[config.mk]
export PLATFORM = sky130hd
export DESIGN_NAME = memory_unit
export DESIGN_NICKNAME = d
export VERILOG_FILES = /design/src/rtl/memory_unit.sv
export SDC_FILE = /design/constraint.sdc
export NUM_CORES = 2
export LEC_CHECK = 0
export ABC_AREA = 1
export BUFFER_PORTS_ARGS = -buffer_cell sky130_fd_sc_hd__buf_2
export CORE_ASPECT_RATIO = 0.8
export CORE_MARGIN = 2
export CORE_UTILIZATION = 40
export CTS_CLUSTER_DIAMETER = 100
export DETAILED_ROUTE_END_ITERATION = 8
export PLACE_DENSITY = 0.56
export SLEW_MARGIN = 10
export SYNTH_ARGS = -nofsm -noshare
export SYNTH_HDL_FRONTEND = slang
export SYNTH_SLANG_ARGS = --single-unit
[constraint.sdc]
create_clock -name clk -period 3.6 [get_ports clk]
set_clock_uncertainty 0.05 [all_clocks]
set_input_delay 0.9 -clock clk [delete_from_list [all_inputs] [get_ports clk]]
set_output_delay 0.9 -clock clk [all_outputs]
set_load 0.01 [all_outputs]
[src/rtl/memory_unit.sv]
// memory_unit: word-organised data memory with clocked stores and combinational loads
module memory_unit #(
    parameter int DATA_WIDTH = 32,
    parameter int ADDR_WIDTH = 32,
    parameter int DEPTH      = 64
) (
    output logic [DATA_WIDTH-1:0] read_data,
    input  logic [ADDR_WIDTH-1:0] address,
    input  logic [DATA_WIDTH-1:0] write_data,
    input  logic                  MemWrite,
    input  logic                  MemRead,
    input  logic                  clk,
    input  logic                  rst
);
    localparam int IW = $clog2(DEPTH);

    logic [DATA_WIDTH-1:0] mem [DEPTH];
    logic [IW-1:0]         index;
    logic                  unused_bits;

    assign index       = address[IW+1:2];
    assign unused_bits = ^{address[1:0], address[ADDR_WIDTH-1:IW+2]};

    // Reset wipes every word and takes priority over a store on the same edge
    always_ff @(posedge clk) begin
        if (rst) begin
            for (int i = 0; i < DEPTH; i++) mem[i] <= '0;
        end else if (MemWrite) begin
            mem[index] <= write_data;
        end
    end

    // Load is combinational so write-back sees the word in the same cycle
    always_comb read_data = (MemRead && !rst) ? mem[index] : '0;
endmodule

== Word-level counts from Yosys, hierarchy flattened ==
Memories as Yosys holds them, arrays and structs flattened.
Cells that the tools add are included.
W data, S select, Z words.
Cells by class
  reduce and logical (&&, ||, !) cells: 3
  multiplexer cells: 9
Operators with widths (number)
  $mux W32: 2
  $reduce_or A32 Y1: 1
  $mux W1: 6
  $mux W6: 1
  $logic_and A1 B1 Y1: 1
  $logic_not A1 Y1: 1
Word-level totals
  logic and storage cells: 13
  output and inout port bits: 32
  flip-flop bits (word level): 0
  memories: 1
  RAM bits: 2048
  input bits: 68
Memory list
  mem: words 64, bits a word 32, rd ports 1, clocked after Yosys merged registers in 0, write ports 64, line 17  | logic [DATA_WIDTH-1:0] mem [DEPTH];

== Longest topological paths before layout ==
  depth after elaboration: 5
  gate-level depth with buffers: 15
  mapped depth without buffers: 11

== Worst setup path before layout ==
OpenSTA, ideal clock, no wires.
  kind: input to register
  start: in address[2]
  end: mem mem[1][0], enable pin
  setup slack: 207 ps
  arrival time: 2954 ps
  stages: 9
  required time: 3161 ps
  library setup time: 389 ps
  path buffers: 5
  cell sequence: buf_2 inv_2 buf_2 clkbuf_1 buf_2 nor3_1 nand2_1 buf_2 nand2_1
RTL lines
  start, declared: line 8  | input logic [ADDR_WIDTH-1:0] address,
  end, declared: line 17

== Worst setup path in the final report ==
  start: in address[3]
  end: out read_data[4]
On the way
  cells in the longest elaborated chain, start to end: 2
Ends and longest elaborated chain
  $mem_v2 Z64 W32
  $mux W32: line 34  | always_comb read_data = (MemRead && !rst) ? mem[index] : '0;
  end, declared: line 7  | output logic [DATA_WIDTH-1:0] read_data,
Every way passes these cells.

==> impl_metrics.toml <==
[placed_design]
dpl.cell_count = 14000
io_buffers = 73
post-dp-hpwl_um = 198000
gp_congestion = 0.932

[sta]
clock.fmax_mhz = 256
whs_ns = 0.444
setup_viol = 32
hold_violations = 0
drv_slew = 0
setup_slack_ns = -0.300
tns_ns = -6.83
relSlewSlack_pct = 36.7
fin_crit_sh_pct = 108
fin_crit_ns = 3.90
worstMarginPinSlew_ns = 0.950
rsz0062_at_grt = "yes"

[detailed_routing]
first_pass_iters = 8
ant_nets = 0
dr.first_iter.drc_count = 9661
wire_per_inst_um = 23.6
vias = 76300
finalWirelength_um = 341000
drc = 0
vias_per_cell = 5.27

[outcome]
violations = "negative setup slack"
status = "finished, violations left"

[worst_setup_path]
crit_buf_inv = 8
cp_common_cell = "nand2_1"
cp_top_family = "buffers and inverters"
critPathKind = "input pin to primary output"
cp_slowest_cell = "buf_16"
crit_arrival_ns = 2.95
required_ns = 2.65
crit_path_end_kind = "primary output"
cpPeakStageDelay_ns = 0.19
cp_cell_sequence = "buf_16 -> inv_16 -> buf_16 -> buf_16 -> buf_16 -> buf_4 -> clkbuf_16 -> nand2_1 -> nand2_1 -> nand2_1 -> nand2_1 -> nand2_1 -> nand2_2 -> nor2_1 -> a21oi_1 -> buf_4"
crit_fanout = 12
start_kind = "input pin"

[global_routing]
global_route.usage.met2_pct = 41.0
grt_overflow = 0
antenna_found_initial = 14
grt_pass1_vias = 71900
gr-usage-all-layers_pct = 27.3
grt_max_degree = 65
top_usage_layer = "met2"
met3_usage_pct = 4.65
grtUsageMet1_pct = 39.7
grt_pass1_wl_um = 488000

[worst_hold_path]
worstHoldEndpoint = "mem[49][2]"
min_from = "write_data[2]"
hold_depth = 3
hold_path_class = "input pin to flop"

[layout]
final.fill_count = 22200
largest_reg_flops = 2048
area_delta_synth_final_pct = 20.0
top_regs = "mem: 2048 flops"
num-nets-final = 11200
instances_no_fill = 14500
final_cell_mix = "nand2_1 (5589), nor2_1 (2084), edfxtp_1 (2048)"
drive_above_1_share_pct = 12.6
regMostFlops = "mem"
layout_commonest_cell = "nand2_1"

[floorplan]
dieArea_um2 = 242000
boundaryPins = 100
rows = 160
core_area_um2 = 237000
fp.dieH_um = 441
die_x_um = 550
start_util_pct = 40.2

[synthesis]
netlist.area_leader.share_pct = 64.5
netlist_area_um2 = 95300
synth_top_family_by_area = "simple AND/OR/NAND/NOR gates"
synth_fp_nets = 11000
ys_seq_area_share_pct = 64.5
yosys.area_share.simple_pct = 31.5
synthAdderAreaFrac_pct = 0
synth_compound_area_share_pct = 0.278
synthMuxAreaShare_pct = 0
ys_ff_latch = 2048
postSynth.asyncResetShare_pct = 0
synth.avg_cell_area_um2 = 8.71
synth_area_leaders = "edfxtp_1 (65%), nand2_1 (23%), nor2_1 (8.4%)"
yosysTopAreaCell = "edfxtp_1"
synth_warnings = 0
synth-xor-area-share_pct = 0
synthCells = 10900
synthDistinctLibCells = 19
ys.flop_type = "edfxtp_1"
synth_edf_count = 2048

[clocking]
cts_buffers = 212
path_clk_slew_ns = 0.06
cts_buffer_depth = 4
cts_max_level = 4
cts_tree = "built"
cts_sinks = 2048
root_buffer = "clkbuf_16"

[power]
power.leakage_nw = 50.3
irDropWorstVdd_mv = 0.510
p_per_area_nw_per_um2 = 477
power_mw = 54.5

[run]
drv_cap = 0
==> how the worst max path moves through the flow <==
stage / cells past startpoint / to / slack [ns] / from
2_1_floorplan: 9 / mem[1][0] / 0.21 / address[2]
3_3_place_gp: 15 / read_data[16] / -0.96 / address[2]
3_5_place_dp: 15 / read_data[16] / -0.97 / address[2]
4_1_cts: 17 / read_data[28] / -0.26 / address[3]
5_1_grt: 17 / read_data[30] / -0.33 / address[3]
6_report: 16 / read_data[4] / -0.30 / address[3]
==> what timing repair did <==
item | 4_1_cts | 5_1_grt
pin swaps | 34 | 70
endpoints found under the setup margin | 32 | 32
gates cloned | 36 | 35
setup buffers | 34 | 37
hold buffers | 0 | 0
gates resized for setup | 295 | 249
hold endpoints to repair | 0 | 0
==> metrics by stage <==
step                utilization [%]  cell area, µm²  setup slack [ns]
finish                         48.2          114000            -0.300
floorplan                         -           95300             0.207
detailed placement             43.7          104000            -0.967
global placement               43.7          104000            -0.965
global route                   48.2          114000            -0.328
CTS                            47.4          112000            -0.258
==> power breakdown <==
group,switching (mW),internal (mW)
combinational,4.31,2.03
clock,9.47,11.0
sequential,0.324,27.4
==> layout make-up <==
cell class,instances,area (µm²),area share (%)
antenna,6,15.0,0.0131
clock buffer,265,5500,4.81
clock inverter,102,612,0.535
inverter,53,305,0.267
multi-input combinational,8023,31400,27.5
sequential,2048,61500,53.8
tap,3159,3950,3.46
timing repair buffer,825,10900,9.55
timing repair inverter,5,98.8,0.0864
==> per-layer routing <==
metal / wire length [µm] / vias to the layer above
li1: - / 34900
met1: 144000 / 37100
met2: 150000 / 3759
met3: 34700 / 514
met4: 12300 / 6
met5: 42 / -
==> logic make-up after synthesis <==
logic type | after synthesis
flops | 2048
simple gates | 7974
buf+inv | 877
compound gates | 49
==> cells in the mapped netlist, drive strengths merged, types with 3 or more instances <==
cell type / instances
nand2: 5817
or2: 3
inv: 53
nand3: 8
edfxtp: 2048
clkbuf: 610
o211ai: 8
nor2: 2127
nor4: 6
o21ai: 9
nor3: 12
a21oi: 32
buf: 214
(Power assumes the default switching activity.)
